--- config.mk ---
export PLATFORM = sky130hd
export DESIGN_NAME = audio_path_sched_flat
export DESIGN_NICKNAME = d
export VERILOG_FILES = /design/src/rtl/audio_path_if.sv /design/src/rtl/audio_path_sched.sv /design/src/flat_wrapper.sv
export SDC_FILE = /design/constraint.sdc
export NUM_CORES = 1
export LEC_CHECK = 0
export BUFFER_PORTS_ARGS = -buffer_cell sky130_fd_sc_hd__clkbuf_2
export CORE_AREA = 2 2 106 108
export DETAILED_ROUTE_END_ITERATION = 10
export DIE_AREA = 0 0 108 110
export PLACE_DENSITY = 0.95
export SYNTH_ARGS = -nofsm -noshare
export SYNTH_HDL_FRONTEND = slang
export SYNTH_SLANG_ARGS = --single-unit
export TNS_END_PERCENT = 10
--- constraint.sdc ---
create_clock -name clk_25mhz -period 7.65 [get_ports clk_25mhz]
set_input_delay 1.53 -clock clk_25mhz [delete_from_list [all_inputs] [get_ports clk_25mhz]]
set_output_delay 1.53 -clock clk_25mhz [all_outputs]
set_load 0.05 [all_outputs]
--- src/rtl/audio_path_if.sv ---
// Sample path bundle between the SPI receiver, the effect block and the DAC driver.
interface audio_path_if #(
  parameter int FIFO_DEPTH = 4
);
  logic                          in_valid;
  logic [15:0]                   in_sample;
  logic                          bypass;
  logic                          eff_start;
  logic [15:0]                   eff_sample;
  logic                          eff_done;
  logic [15:0]                   eff_result;
  logic                          dac_valid;
  logic [15:0]                   dac_sample;
  logic [$clog2(FIFO_DEPTH):0]   fifo_level;
  logic                          busy;
  logic                          overrun;
  logic                          timeout_err;
  logic                          clr_err;

  modport master (
    output in_valid, in_sample, bypass, eff_done, eff_result, clr_err,
    input  eff_start, eff_sample, dac_valid, dac_sample, fifo_level, busy, overrun, timeout_err
  );

  modport slave (
    input  in_valid, in_sample, bypass, eff_done, eff_result, clr_err,
    output eff_start, eff_sample, dac_valid, dac_sample, fifo_level, busy, overrun, timeout_err
  );
endinterface

--- src/rtl/audio_path_sched.sv ---
// Sample scheduler: captures SPI samples, routes them through the effect (with timeout) or
// bypasses it, queues results and releases them to the DAC at the audio rate.
module audio_path_sched #(
  parameter int clock_max   = 25_000_000,
  parameter int audio_clk   = 400,
  parameter int EFF_TIMEOUT = 64,
  parameter int FIFO_DEPTH  = 4
) (
  input  logic         clk_25mhz,
  input  logic         reset,
  audio_path_if.slave  bus
);
  localparam int TICK_DIV = clock_max / audio_clk;
  localparam int TW = (TICK_DIV > 2) ? $clog2(TICK_DIV) : 1;
  localparam int EW = (EFF_TIMEOUT > 2) ? $clog2(EFF_TIMEOUT) : 1;
  localparam int AW = (FIFO_DEPTH > 1) ? $clog2(FIFO_DEPTH) : 1;
  localparam int LW = $clog2(FIFO_DEPTH) + 1;

  localparam logic [1:0] S_IDLE   = 2'd0;
  localparam logic [1:0] S_LAUNCH = 2'd1;
  localparam logic [1:0] S_WAIT   = 2'd2;
  localparam logic [1:0] S_PUSH   = 2'd3;

  logic [1:0]                   state_q, state_d;
  logic [15:0]                  cap_q, cap_d;
  logic [15:0]                  push_data_q, push_data_d;
  logic [EW-1:0]                timer_q, timer_d;
  logic [TW-1:0]                tick_q, tick_d;
  logic [FIFO_DEPTH-1:0][15:0]  mem_q, mem_d;
  logic [AW-1:0]                head_q, head_d, tail_q, tail_d;
  logic [LW-1:0]                level_q, level_d;
  logic [15:0]                  dac_sample_q, dac_sample_d;
  logic                         dac_valid_q, dac_valid_d;
  logic                         overrun_q, overrun_d;
  logic                         timeout_q, timeout_d;
  logic                         tick, pop, push, ov_set, to_set;

  always_comb begin
    state_d     = state_q;
    cap_d       = cap_q;
    push_data_d = push_data_q;
    timer_d     = timer_q;
    to_set      = 1'b0;
    ov_set      = 1'b0;
    unique case (state_q)
      S_IDLE: if (bus.in_valid) begin
        cap_d = bus.in_sample;
        if (bus.bypass) begin
          push_data_d = bus.in_sample;
          state_d     = S_PUSH;
        end else begin
          state_d = S_LAUNCH;
        end
      end
      S_LAUNCH: begin
        timer_d = '0;
        state_d = S_WAIT;
      end
      S_WAIT: begin
        // A done pulse on the final timer cycle still counts as a normal completion.
        if (bus.eff_done) begin
          push_data_d = bus.eff_result;
          state_d     = S_PUSH;
        end else if (timer_q == EW'(EFF_TIMEOUT - 1)) begin
          push_data_d = cap_q;
          to_set      = 1'b1;
          state_d     = S_PUSH;
        end else begin
          timer_d = timer_q + 1'b1;
        end
      end
      S_PUSH:  state_d = S_IDLE;
      default: state_d = S_IDLE;
    endcase
    if (bus.in_valid && state_q != S_IDLE) ov_set = 1'b1;

    // Pop is decided on the current level, so a pop frees room for a same-cycle push.
    tick   = (tick_q == TW'(TICK_DIV - 1));
    tick_d = tick ? '0 : tick_q + 1'b1;
    pop    = tick && (level_q != '0);
    push   = (state_q == S_PUSH) && ((level_q != LW'(FIFO_DEPTH)) || pop);
    if (state_q == S_PUSH && !push) ov_set = 1'b1;

    mem_d = mem_q;
    if (push) mem_d[tail_q] = push_data_q;
    head_d  = head_q + AW'(pop);
    tail_d  = tail_q + AW'(push);
    level_d = level_q + LW'(push) - LW'(pop);

    dac_valid_d  = pop;
    dac_sample_d = pop ? mem_q[head_q] : dac_sample_q;
    overrun_d    = (overrun_q & ~bus.clr_err) | ov_set;
    timeout_d    = (timeout_q & ~bus.clr_err) | to_set;
  end

  always_ff @(posedge clk_25mhz or negedge reset) begin
    if (!reset) begin
      state_q      <= S_IDLE;
      cap_q        <= '0;
      push_data_q  <= '0;
      timer_q      <= '0;
      tick_q       <= '0;
      mem_q        <= '0;
      head_q       <= '0;
      tail_q       <= '0;
      level_q      <= '0;
      dac_sample_q <= '0;
      dac_valid_q  <= 1'b0;
      overrun_q    <= 1'b0;
      timeout_q    <= 1'b0;
    end else begin
      state_q      <= state_d;
      cap_q        <= cap_d;
      push_data_q  <= push_data_d;
      timer_q      <= timer_d;
      tick_q       <= tick_d;
      mem_q        <= mem_d;
      head_q       <= head_d;
      tail_q       <= tail_d;
      level_q      <= level_d;
      dac_sample_q <= dac_sample_d;
      dac_valid_q  <= dac_valid_d;
      overrun_q    <= overrun_d;
      timeout_q    <= timeout_d;
    end
  end

  assign bus.eff_start   = (state_q == S_LAUNCH);
  assign bus.eff_sample  = cap_q;
  assign bus.busy        = (state_q != S_IDLE);
  assign bus.fifo_level  = level_q;
  assign bus.dac_valid   = dac_valid_q;
  assign bus.dac_sample  = dac_sample_q;
  assign bus.overrun     = overrun_q;
  assign bus.timeout_err = timeout_q;
endmodule

--- src/flat_wrapper.sv ---
// flat-port wrapper written by rule: the top's interface ports become plain ports
module audio_path_sched_flat 
#(
  parameter int clock_max   = 25_000_000,
  parameter int audio_clk   = 400,
  parameter int EFF_TIMEOUT = 64,
  parameter int FIFO_DEPTH  = 4
)
  (clk_25mhz, reset, bus_in_valid, bus_in_sample, bus_bypass, bus_eff_done, bus_eff_result, bus_clr_err, bus_eff_start, bus_eff_sample, bus_dac_valid, bus_dac_sample, bus_fifo_level, bus_busy, bus_overrun, bus_timeout_err);
  audio_path_if #(.FIFO_DEPTH(FIFO_DEPTH)) bus_i ();
  input  logic clk_25mhz;
  input  logic reset;
  input wire logic [$bits(bus_i.in_valid)-1:0] bus_in_valid;
  input wire logic [$bits(bus_i.in_sample)-1:0] bus_in_sample;
  input wire logic [$bits(bus_i.bypass)-1:0] bus_bypass;
  input wire logic [$bits(bus_i.eff_done)-1:0] bus_eff_done;
  input wire logic [$bits(bus_i.eff_result)-1:0] bus_eff_result;
  input wire logic [$bits(bus_i.clr_err)-1:0] bus_clr_err;
  output wire logic [$bits(bus_i.eff_start)-1:0] bus_eff_start;
  output wire logic [$bits(bus_i.eff_sample)-1:0] bus_eff_sample;
  output wire logic [$bits(bus_i.dac_valid)-1:0] bus_dac_valid;
  output wire logic [$bits(bus_i.dac_sample)-1:0] bus_dac_sample;
  output wire logic [$bits(bus_i.fifo_level)-1:0] bus_fifo_level;
  output wire logic [$bits(bus_i.busy)-1:0] bus_busy;
  output wire logic [$bits(bus_i.overrun)-1:0] bus_overrun;
  output wire logic [$bits(bus_i.timeout_err)-1:0] bus_timeout_err;
  assign bus_i.in_valid = bus_in_valid;
  assign bus_i.in_sample = bus_in_sample;
  assign bus_i.bypass = bus_bypass;
  assign bus_i.eff_done = bus_eff_done;
  assign bus_i.eff_result = bus_eff_result;
  assign bus_i.clr_err = bus_clr_err;
  assign bus_eff_start = bus_i.eff_start;
  assign bus_eff_sample = bus_i.eff_sample;
  assign bus_dac_valid = bus_i.dac_valid;
  assign bus_dac_sample = bus_i.dac_sample;
  assign bus_fifo_level = bus_i.fifo_level;
  assign bus_busy = bus_i.busy;
  assign bus_overrun = bus_i.overrun;
  assign bus_timeout_err = bus_i.timeout_err;
  audio_path_sched #(.clock_max(clock_max), .audio_clk(audio_clk), .EFF_TIMEOUT(EFF_TIMEOUT), .FIFO_DEPTH(FIFO_DEPTH)) u_core (.clk_25mhz(clk_25mhz), .reset(reset), .bus(bus_i));
endmodule
# [Yosys cells after proc, flatten, opt, wreduce, memory -nomap -nowiden]
# Index checks and enable logic that the tools add are counted.
[op_classes] eq_ne=11 multipliers=0 bitwise=5 n_div=0 shifts=0 n_mux=24 reduce_logical=16 n_lt_le_gt_ge=3 addsub=6
[ops] operator="$mux 16" count=7
[ops] operator="$bwmux 64" count=1
[ops] operator="$bmux 16 s2" count=1
[ops] operator="$demux 16 s2" count=1
[ops] operator="$pmux 16 s2" count=1
[ops] operator="$add 16x1->16 const B" count=1
[ops] operator="$eq 16x16->1 const B" count=1
[ops] operator="$mux 6" count=2
[ops] operator="$pmux 6 s2" count=1
[ops] operator="$mux 2" count=4
[ops] operator="$ne 2x2->1 const B" count=4
[ops] operator="$pmux 2 s4" count=1
[ops] operator="$add 6x1->6 const B" count=1
[ops] operator="$eq 6x6->1 const B" count=1
[ops] operator="$lt 2x3->1 const B" count=2
[ops] operator="$reduce_bool 2->1" count=3
[ops] operator="$logic_and 1x1->1" count=5
[ops] operator="$mux 1" count=5
[ops] operator="$add 2x1->2" count=2
[ops] operator="$eq 2x2->1 const B" count=2
[ops] operator="$reduce_and 2->1" count=2
[ops] operator="$reduce_and 4->1" count=1
[ops] operator="$add 3x1->3" count=1
[ops] operator="$ne 3x2->1 const B" count=1
[ops] operator="other kinds (12)" count=14
[word_totals] elab_cells=81 latchBits=0 rom_bits=0 ff_bits=146 output_inout_bits=40 n_memories=0 in_bits=38 ramBits=0

# [Depth between registers and ports, before layout]
# Gate-level depths: netlist of the first run.
[depth] word_depth=8 ltp_mapped=11 depth_no_buf=10

# [Worst setup path after synthesis of the first run]
# Ideal clock, no wire load.
[synth_path] kind="input-to-reg" start="in bus_eff_done" end="reg u_core.push_data_q[10]" setup_slack_ps=4632 cell_stages=6 setup_ps=125 arrival_ps=2894 required_time_ps=7525 n_path_buf=2 cell_sequence="buf_2 > nand2b_1 > o21bai_1 > nand2_1 > buf_2 > mux2_2"
[synth_between] elab_chain_cells=2 word_cells_on_any_way=4 classes_between="1 x eq/ne; 2 x mux; 1 x reduce/logical"
[synth_rtl] element="from (decl)" line_no="flat_wrapper.sv:16" text="input wire logic [$bits(bus_i.eff_done)-1:0] bus_eff_done;"
[synth_rtl] element="$ne 3x2->1 (no source line) / $mux 16 (equally long branches)"
[synth_rtl] element="$reduce_and 4->1 (no source line) / $pmux 16 s2 (equally long branches)"
[synth_rtl] element="to (signal assigned)" line_no="audio_path_sched.sv:114" text="push_data_q <= push_data_d;"
[synth_rtl] element="to (decl)" line_no="audio_path_sched.sv:26" text="logic [15:0] push_data_q, push_data_d;"
# Several ways; a longest one is shown, not always the timed one.
# A chain may end at the register's enable or synchronous reset.

# [Final worst setup path of the first run]
[layout_path] start="reg u_core.tick_q[0]" end="reg u_core.level_q[2] (netlist: u_core.bus.fifo_level[2])"
[layout_between] elab_chain_cells=6
[layout_rtl] element="from (decl)" line_no="audio_path_sched.sv:28" text="logic [TW-1:0] tick_q, tick_d;"
[layout_rtl] element="from (signal assigned)" line_no="audio_path_sched.sv:116" text="tick_q <= tick_d;"
[layout_rtl] element="$eq 16x16->1 (*)" line_no="audio_path_sched.sv:78" text="tick = (tick_q == TW'(TICK_DIV - 1));"
[layout_rtl] element="$logic_and 1x1->1 (*)" line_no="audio_path_sched.sv:80" text="pop = tick && (level_q != '0);"
[layout_rtl] element="$logic_or 1x1->1" line_no="audio_path_sched.sv:81" text="push = (state_q == S_PUSH) && ((level_q != LW'(FIFO_DEPTH)) || pop);"
[layout_rtl] element="$logic_and 1x1->1" line_no="audio_path_sched.sv:81"
[layout_rtl] element="$add 3x1->3" line_no="audio_path_sched.sv:88" text="level_d = level_q + LW'(push) - LW'(pop);"
[layout_rtl] element="$sub 3x1->3 (*)" line_no="audio_path_sched.sv:88"
[layout_rtl] element="net u_core.level_d[2]" line_no="audio_path_sched.sv:31" text="logic [LW-1:0] level_q, level_d;"
[layout_rtl] element="to (signal assigned)" line_no="audio_path_sched.sv:120" text="level_q <= level_d;"
[layout_rtl] element="to (decl)" line_no="audio_path_sched.sv:31"
# Mark *: on every way through the listed nets, which the timed path passes. The rest lies on a longest branch.

==> impl_metrics.json, run 1 <==
{
  "status": "finished, final reports clean",
  "avgSynthCellArea_sq_um": 14.1,
  "slew-limit-headroom_pct": 22.9,
  "async_flop_share_pct": 100,
  "routed-wl-met2_um": 7980,
  "clock_sink_count": 146,
  "place_ws_ns": 4.10,
  "crit_arrival_ns": 3.85,
  "grt_pass1_wl_um": 24200,
  "die_h_um": 110,
  "cts_inserted_buffers": 17,
  "critical_path_class": "flip-flop to flip-flop",
  "drcViolationCount": 0,
  "timing.final.ws_setup_ns": 4.27,
  "drt-total-wl_um": 15100,
  "drv_cap": 0,
  "grt_pass1_vias": 4633,
  "min-delay-start": "u_core.tick_q[0]",
  "yosysTopAreaCell": "dfrtp_1",
  "io_buffers": 77,
  "antenna_found_initial": 0,
  "synth_seq_cells": 146,
  "rsz0062_at_grt": "no",
  "r2r-start": "u_core.tick_q[0]",
  "htreeDepth": 4,
  "dieArea_sq_mm": 0.0119,
  "min_period_ns": 3.38,
  "hold_viol": 0,
  "wl_met3_um": 851,
  "clk_pin_slew_ns": 0.06,
  "hpwl_um": 9170,
  "gp_congestion": 0.812,
  "whs_ns": 0.496,
  "firstDrtPassIters": 4,
  "start_kind": "flip-flop",
  "ys_seq_area_share_pct": 55.2,
  "final_antenna_net_count": 0,
  "synth_cells": 471,
  "netlist.area_leader.share_pct": 55.2,
  "grt-ovfl-total": 0,
  "ios": 78,
  "hold_class": "flip-flop to flip-flop",
  "reg2reg_slack_ns": 4.27,
  "setup.worst_path.end_class": "flip-flop",
  "vias": 4338,
  "ys_types": 45,
  "ir_drop_v": 0.000327,
  "maxSlewViolCount": 0,
  "wl_met1_um": 5860,
  "std_cell_rows": 38,
  "synth.net_count": 520,
  "worstPathMaxFanout": 19,
  "final_nets": 602,
  "setup_violations": 0,
  "finalClockSkew_ns": 0.0108,
  "crit_start": "u_core.tick_q[0]",
  "finalSetupTns_ns": 0,
  "clock.fmax_ghz": 0.296,
  "cts_buffer_depth": 2,
  "drive_gt1_share_pct": 44.6,
  "initial_utilization_pct": 61.9,
  "cts_resized": 0,
  "clkLatencyLatePin_ns": 0.55,
  "grt_max_degree": 77,
  "post_cts_buffers": 0,
  "synth_ff_type": "dfrtp_1",
  "highest_layer": "met4",
  "synth.area.top_cells": "dfrtp_1 55%, mux2_2 19%, mux4_2 5.4%",
  "cts_tree": "yes",
  "placement.cell_area_sq_mm": 0.00712,
  "p_leak_uw": 0.00351,
  "holdBufCountCts": 0,
  "worstPathRequired_ns": 8.12,
  "pwr_density_cell_mw_per_mm2": 416,
  "grt_use_total_pct": 27.6,
  "die_w_um": 108,
  "min_path_cells": 1,
  "area_growth_syn_to_layout_pct": 16.2,
  "min_period_over_period_pct": 44.2,
  "design_area_sq_mm": 0.00769,
  "drtIter0Drc": 367,
  "wl_per_cell_um": 21.4,
  "vias_per_cell": 6.15,
  "yosysWarnings": 0,
  "diodes": 0,
  "synth_edf_count": 0,
  "coreArea_sq_mm": 0.0107,
  "clockRootBuffer": "clkbuf_8",
  "synth_area_sq_mm": 0.00662,
  "netlist_top_cells_count": "146 x dfrtp_1, 112 x mux2_2, 29 x nor2_1, 18 x a21oi_1, 17 x mux2i_1",
  "worstMarginPinSlew_ns": 1.16,
  "r2r_cells": 10,
  "p_total_uw": 3200,
  "yosysMostFrequentCell": "dfrtp_1"
}
[through the flow]
step | utilization, % | std cells
2_1_floorplan | - | 471
5_1_grt | 71.9 | 705
4_1_cts | 71.9 | 705
3_3_place_gp | 66.6 | 674
3_5_place_dp | 66.6 | 674
6_report | 71.9 | 705
[final cells by class]
class / count / area [sq um]
fillers: 616 / 3010
well taps: 140 / 175
multi-input cells: 293 / 2820
flip-flops and latches: 146 / 3650
clock buffers: 21 / 459
clock inverters: 10 / 109
repair buffers: 82 / 429
inverters: 13 / 48.8
[critical path, cell delays in order (launching register included)]
cell	delay, ns
dfrtp_1	0.39
ha_1	0.28
and4bb_2	0.30
nand4_4	0.20
nor2_2	0.89
ha_1	0.24
inv_1	0.05
ha_1	0.20
fa_1	0.41
xnor2_1	0.21
xnor2_1	0.14
[layout by cell type (no fill, tap or decap), types with 3 or more instances in the layout]
cell | Yosys | routed
clkbuf_2 | 0 | 76
nor2_1 | 29 | 29
a21oi_1 | 18 | 18
clkbuf_16 | 0 | 16
o21ai_0 | 5 | 5
xor2_1 | 7 | 7
dfrtp_1 | 146 | 146
xnor2_1 | 12 | 12
ha_1 | 10 | 10
buf_4 | 3 | 5
and3_1 | 3 | 3
clkbuf_8 | 0 | 4
nand3_1 | 10 | 10
inv_1 | 13 | 13
nor3_1 | 5 | 5
mux4_2 | 16 | 16
nand2_1 | 13 | 13
mux2i_1 | 17 | 17
nor4_1 | 4 | 4
mux2_2 | 112 | 112
clkinv_2 | 0 | 5
nand4_1 | 3 | 3
[worst paths after layout]
check,end
min,u_core.tick_q[0]
max in group asynchronous,u_core.bus.dac_sample[1]
min reg2reg,u_core.tick_q[0]
max,u_core.bus.fifo_level[2]
max reg2reg,u_core.bus.fifo_level[2]
min in group asynchronous,u_core.tick_q[12]
[cell families after synthesis]
logic type / synth area share, %
muxes: 27.1
AOI/OAI and AO/OA: 4.14
DFF: 55.2
buffers and inverters: 2.29
adders and majority gates: 2.19
xor gates and xnor gates: 2.51
and+or+nand+nor: 6.63
[state kept, by name, summed over array words and instances (netlist names), 2 cells and up]
name / cells
u_core.mem_q: 64
u_core.tail_q: 2
u_core.state_q: 2
u_core.bus.eff_sample: 16
u_core.bus.dac_sample: 16
u_core.timer_q: 6
u_core.head_q: 2
u_core.bus.fifo_level: 3
u_core.tick_q: 16
u_core.push_data_q: 16
[where the power goes]
group | leakage, uW | internal, uW | switching (uW)
combinational | 0.00142 | 489 | 592
clock | 0.000279 | 485 | 313
sequential | 0.00180 | 1070 | 249
[metal layers]
metal	vias up	global-route usage [%]
met2	190	46.9
met4	0	12.4
li1	1893	-
met3	40	7.23
met1	2215	33.5
met5	-	0
Note: power is estimated with default switching activity, not from simulation.
==> inputs of run 2 (changes only) <==
- CORE_AREA: 2 2 106 108 -> 2 2 115 117
- DIE_AREA: 0 0 108 110 -> 0 0 117 119
- PLACE_DENSITY: 0.95 -> 0.88
- clock period: 7.65 -> 3 ns (I/O delays scaled with it)
==> run 2 against run 1 <==
Against the previous run: utilization down 11 points; via count fell by 5.4%; setup slack got worse by 3.7 ns; die area rose by 17%; wire length shrank 11%; register-to-register slack lost 3.7 ns; non-clock buffer count is 6 higher; sequential cell count is the same; sequential power grew to 2.5 times the previous value; largest cell class unchanged; highest routed layer unchanged.
==> impl_metrics.json, run 2 (same netlist as run 1, synthesis figures left out) <==
{
  "clk_pin_slew_ns": 0.06,
  "initial_utilization_pct": 51.4,
  "pwr_density_cell_mw_per_mm2": 1040,
  "grt_pass1_vias": 4471,
  "grt_max_degree": 75,
  "drive_gt1_share_pct": 45.5,
  "r2r_cells": 9,
  "min_period_over_period_pct": 81.6,
  "mostFrequentLayoutCells": "146 x dfrtp_1, 112 x mux2_2, 76 x clkbuf_2",
  "critical_path_class": "flip-flop to flip-flop",
  "ios": 78,
  "finalNonFillerCells": 748,
  "reg2reg_slack_ns": 0.55,
  "io_buffers": 77,
  "holdBufCountCts": 0,
  "std_cell_rows": 42,
  "gp_congestion": 0.826,
  "coreArea_sq_mm": 0.0129,
  "place_ws_ns": 0.553,
  "cts_resized": 0,
  "r2r-start": "u_core.tick_q[3]",
  "grt-ovfl-total": 0,
  "hold_class": "input pin to asynchronous set/reset pin",
  "clkLatencyLatePin_ns": 0.43,
  "vias": 4105,
  "crit_arrival_ns": 2.79,
  "drt-total-wl_um": 13400,
  "worstMarginPinSlew_ns": 0.805,
  "diodes": 0,
  "final_common_cell": "dfrtp_1",
  "hold_viol": 0,
  "setup.worst_path.end_class": "flip-flop",
  "drtIter0Drc": 238,
  "hpwl_um": 9190,
  "maxSlewViolCount": 0,
  "cts_inserted_buffers": 17,
  "final_antenna_net_count": 0,
  "status": "finished, final reports clean",
  "fillers": 939,
  "start_kind": "flip-flop",
  "worstPathMaxFanout": 8,
  "finalSetupTns_ns": 0,
  "setup_violations": 0,
  "clock_sink_count": 146,
  "firstDrtPassIters": 4,
  "clockRootBuffer": "clkbuf_16",
  "largest_reg_flops": 64,
  "slew-limit-headroom_pct": 46.3,
  "timing.final.ws_setup_ns": 0.553,
  "grt_use_total_pct": 21.4,
  "post_cts_buffers": 0,
  "clock.fmax_ghz": 0.409,
  "cts_tree": "yes",
  "drcViolationCount": 0,
  "wl_per_cell_um": 17.9,
  "final_nets": 608,
  "min_period_ns": 2.45,
  "htreeDepth": 4,
  "regMostFlops": "u_core.mem_q",
  "dieArea_sq_mm": 0.0139,
  "grt_pass1_wl_um": 22500,
  "die_h_um": 119,
  "area_growth_syn_to_layout_pct": 18.3,
  "worstPathRequired_ns": 3.35,
  "ir_drop_v": 0.000688,
  "drv_cap": 0,
  "vias_per_cell": 5.49,
  "cts_buffer_depth": 2,
  "die_w_um": 117,
  "p_leak_uw": 0.00355,
  "finalClockSkew_ns": 0.00876,
  "antenna_found_initial": 0,
  "r2r-end": "u_core.bus.fifo_level[2]",
  "rsz0062_at_grt": "no",
  "multiInputGateArea_sq_mm": 0.00282,
  "p_total_uw": 8180,
  "seq_area_sq_mm": 0.00365,
  "placed_cells": 716
}
run 2: changes by cell type in the layout (fill, tap and decap cells not counted), moves of 2 or more:
cell and change:
clkinv_4 +3, clkinvlp_4 +2, inv_6 +2, buf_4 +5
clkbuf_8 -4, clkinv_2 -3
run 2: area by class of cell:
type / instances / share of cell area [%]
tap: 176 / 2.81
timing repair buffer: 88 / 6.21
multi-input combinational: 293 / 36.0
sequential: 146 / 46.6
clock inverter: 15 / 2.33
clock buffer: 17 / 5.43
inverter: 13 / 0.623
run 2: layer usage:
| layer | vias to the layer above | track usage, % | routed length [um] |
|---|---|---|---|
| li1 | 1896 | - | - |
| met1 | 2087 | 27.2 | 5750 |
| met2 | 101 | 35.1 | 6760 |
| met3 | 21 | 5.09 | 595 |
| met4 | 0 | 8.82 | 300 |
| met5 | - | 0 | 0 |
run 2: worst max-delay path, stage by stage, from the launching register on:
cell     delay, ns
dfrtp_1       0.47
nor4_4        0.39
nand4_4       0.26
nor2_2        0.19
ha_1          0.13
inv_1         0.04
ha_1          0.18
fa_1          0.39
xnor2_1       0.18
xnor2_1       0.14
run 2: how the worst max path moves through the flow:
stage	startpoint	end	slack (ns)
final	u_core.tick_q[3]	u_core.bus.fifo_level[2]	0.55
after global routing	u_core.tick_q[3]	u_core.bus.fifo_level[2]	0.41
after CTS	u_core.tick_q[3]	u_core.bus.fifo_level[2]	0.53
after detailed placement	u_core.tick_q[3]	u_core.bus.fifo_level[2]	0.55
after global placement	u_core.tick_q[0]	u_core.bus.fifo_level[2]	0.67
after floorplan	u_core.tick_q[3]	u_core.bus.fifo_level[2]	0.28
run 2: power by group:
part	leakage [uW]	switching [uW]	internal, uW
sequential	0.00180	583	2730
clock	0.000286	845	1310
combinational	0.00146	1470	1250
run 2: per-stage QoR:
step	utilization, %	instance area (sq um)	hold slack, ns
final	60.8	7830	0.181
after global routing	60.8	7830	0.241
after CTS	60.8	7830	0.208
after detailed placement	56.1	7230	0.467
after global placement	56.1	7230	0.443
after floorplan	-	6620	0.304
==> inputs of run 3 (changes only) <==
- CORE_AREA: 2 2 115 117 -> 2 2 110 112
- DIE_AREA: 0 0 117 119 -> 0 0 112 114
- PLACE_DENSITY: 0.88 -> 0.91
- clock period: 3 -> 2.4 ns (I/O delays scaled with it)
==> run 3 against run 2 <==
Against the previous run: global-route usage rose by 1.6 points; non-clock buffer count up 4; via count is 3.1% higher; worst hold slack worse by 0.14 ns; die area shrank 8.3%; sequential share of layout area fell by 0.13 points; count of clock-buffer cells in the layout rose by 8; highest routed layer unchanged; first-iteration DRC count is 24% higher; sequential power up 26%; final cell count is 3.6% lower; cell area rose by 0.27%.
==> impl_metrics.json, run 3 (same netlist as run 1, synthesis figures left out) <==
{
  "min_period_ns": 2.26,
  "final_nets": 612,
  "initial_utilization_pct": 56.5,
  "pwr_density_cell_mw_per_mm2": 1290,
  "finalNonFillerCells": 721,
  "cts_tree": "yes",
  "hold_viol": 0,
  "setup_violations": 0,
  "design_area_sq_mm": 0.00786,
  "worstPathMaxFanout": 16,
  "die_w_um": 112,
  "largest_reg_flops": 64,
  "ir_drop_v": 0.000941,
  "crit_buf_inv": 2,
  "worstMarginPinSlew_ns": 0.570,
  "status": "finished, final reports clean",
  "hold_class": "input pin to asynchronous set/reset pin",
  "cp_slowest_cell": "dfrtp_1",
  "post_cts_buffers": 0,
  "crit_path_max_incr_delay_ns": 0.38,
  "vias_per_cell": 5.87,
  "io_buffers": 77,
  "p_switching_uw": 3540,
  "ios": 78,
  "crit_arrival_ns": 2.56,
  "antenna_found_initial": 0,
  "drt-total-wl_um": 13600,
  "placement.cell_area_sq_mm": 0.00729,
  "cts_buffer_depth": 2,
  "final_common_cell": "dfrtp_1",
  "crit_chain": "ha_2, and4bb_2, nand4_4, buf_4, a2111oi_4, buf_12, mux2_2",
  "grt_max_degree": 60,
  "cts_resized": 0,
  "grt_pass1_wl_um": 22700,
  "htreeDepth": 4,
  "clock_sink_count": 146,
  "die_h_um": 114,
  "holdBufCountCts": 0,
  "gp_congestion": 0.785,
  "p_int_uw": 6630,
  "swShare_pct": 34.8,
  "fillers": 785,
  "drv_cap": 0,
  "seq_area_sq_mm": 0.00365,
  "utilization_pct": 67.1,
  "vias": 4233,
  "drtIter0Drc": 294,
  "grt_use_total_pct": 22.9,
  "grt_pass1_vias": 4484,
  "drcViolationCount": 0,
  "multiInputGateArea_sq_mm": 0.00283,
  "regMostFlops": "u_core.mem_q",
  "finalSetupTns_ns": 0,
  "wl_per_cell_um": 18.9,
  "comb_power_share_pct": 34.3,
  "maxSlewViolCount": 0,
  "firstDrtPassIters": 4,
  "seqPwrFrac_pct": 40.9,
  "std_cell_rows": 40,
  "p_clk_share_pct": 24.9,
  "coreArea_sq_mm": 0.0117,
  "clockRootBuffer": "clkbuf_16",
  "setup.worst_path.end_class": "flip-flop",
  "hpwl_um": 9100,
  "clock.fmax_ghz": 0.443,
  "final_antenna_net_count": 0,
  "area_growth_syn_to_layout_pct": 18.6,
  "p_leak_uw": 0.00357,
  "slew-limit-headroom_pct": 62.0,
  "cpLargestDelayFamily": "buffers and inverters",
  "finalClockSkew_ns": 0.00872,
  "clkLatencyLatePin_ns": 0.42,
  "dieArea_sq_mm": 0.0128,
  "min_period_over_period_pct": 94.1,
  "start_kind": "flip-flop",
  "mostFrequentLayoutCells": "146 x dfrtp_1, 112 x mux2_2, 76 x clkbuf_2",
  "diodes": 0,
  "worstPathRequired_ns": 2.70,
  "rsz0062_at_grt": "no",
  "cts_inserted_buffers": 17,
  "grt-ovfl-total": 0,
  "clk_pin_slew_ns": 0.06,
  "placed_cells": 691,
  "critical_path_class": "flip-flop to flip-flop",
  "drive_gt1_share_pct": 45.1
}
==> run 3: cell count changes in the layout (fill, tap and decap cells not counted), moves of 2 or more <==
cell        delta
clkinvlp_4     -3
clkbuf_8       +3
clkbuf_1       +5
buf_12         +5
clkinv_4       -4
inv_6          -2
==> run 3: layer usage <==
metal	vias up	GRT usage, %	part of all wire, %
met5	-	0	0
met4	0	10.0	2.0
met3	25	5.58	4.9
met2	141	37.8	51
met1	2169	29.3	43
li1	1898	-	-
==> run 3: final cells by class <==
type / count / share of cell area, %
timing repair buffer: 92 / 7.37
inverter: 13 / 0.621
tap: 147 / 2.34
multi-input combinational: 293 / 36.0
clock buffer: 25 / 6.18
sequential: 146 / 46.5
clock inverter: 5 / 0.988
==> run 3: final timing paths <==
check / from / endpoint / slack, ns / cells past startpoint
max: u_core.tick_q[0] / u_core.mem_q[0] / 0.14 / 7
min: reset / u_core.tick_q[9] / 0.04 / 1
min reg2reg: u_core.tick_q[0] / u_core.tick_q[0] / 0.49 / 1
max in group asynchronous: reset / u_core.push_data_q[5] / 1.72 / 2
max reg2reg: u_core.tick_q[0] / u_core.mem_q[0] / 0.14 / 7
min in group clk_25mhz: bus_clr_err / u_core.bus.timeout_err / 0.27 / 2
==> run 3: power by group through the flow <==
| stage | Combinational, uW | Sequential (uW) | Clock [uW] |
|---|---|---|---|
| after floorplan | 2130 | 4480 | 0 |
| after global placement | 3300 | 4010 | 0 |
| after detailed placement | 3460 | 4140 | 0 |
| after CTS | 3510 | 4140 | 2570 |
| after global routing | 3750 | 4270 | 2690 |
| final | 3490 | 4160 | 2530 |
==> run 3: through the flow <==
stage | hold WS (ns) | total power, uW | setup WS [ns]
floorplan | 0.184 | 6610 | -0.0659
global placement | 0.443 | 7310 | 0.237
detailed placement | 0.485 | 7600 | 0.145
CTS | 0.0529 | 10200 | 0.127
global route | 0.0692 | 10700 | 0.0597
finish | 0.0429 | 10200 | 0.141
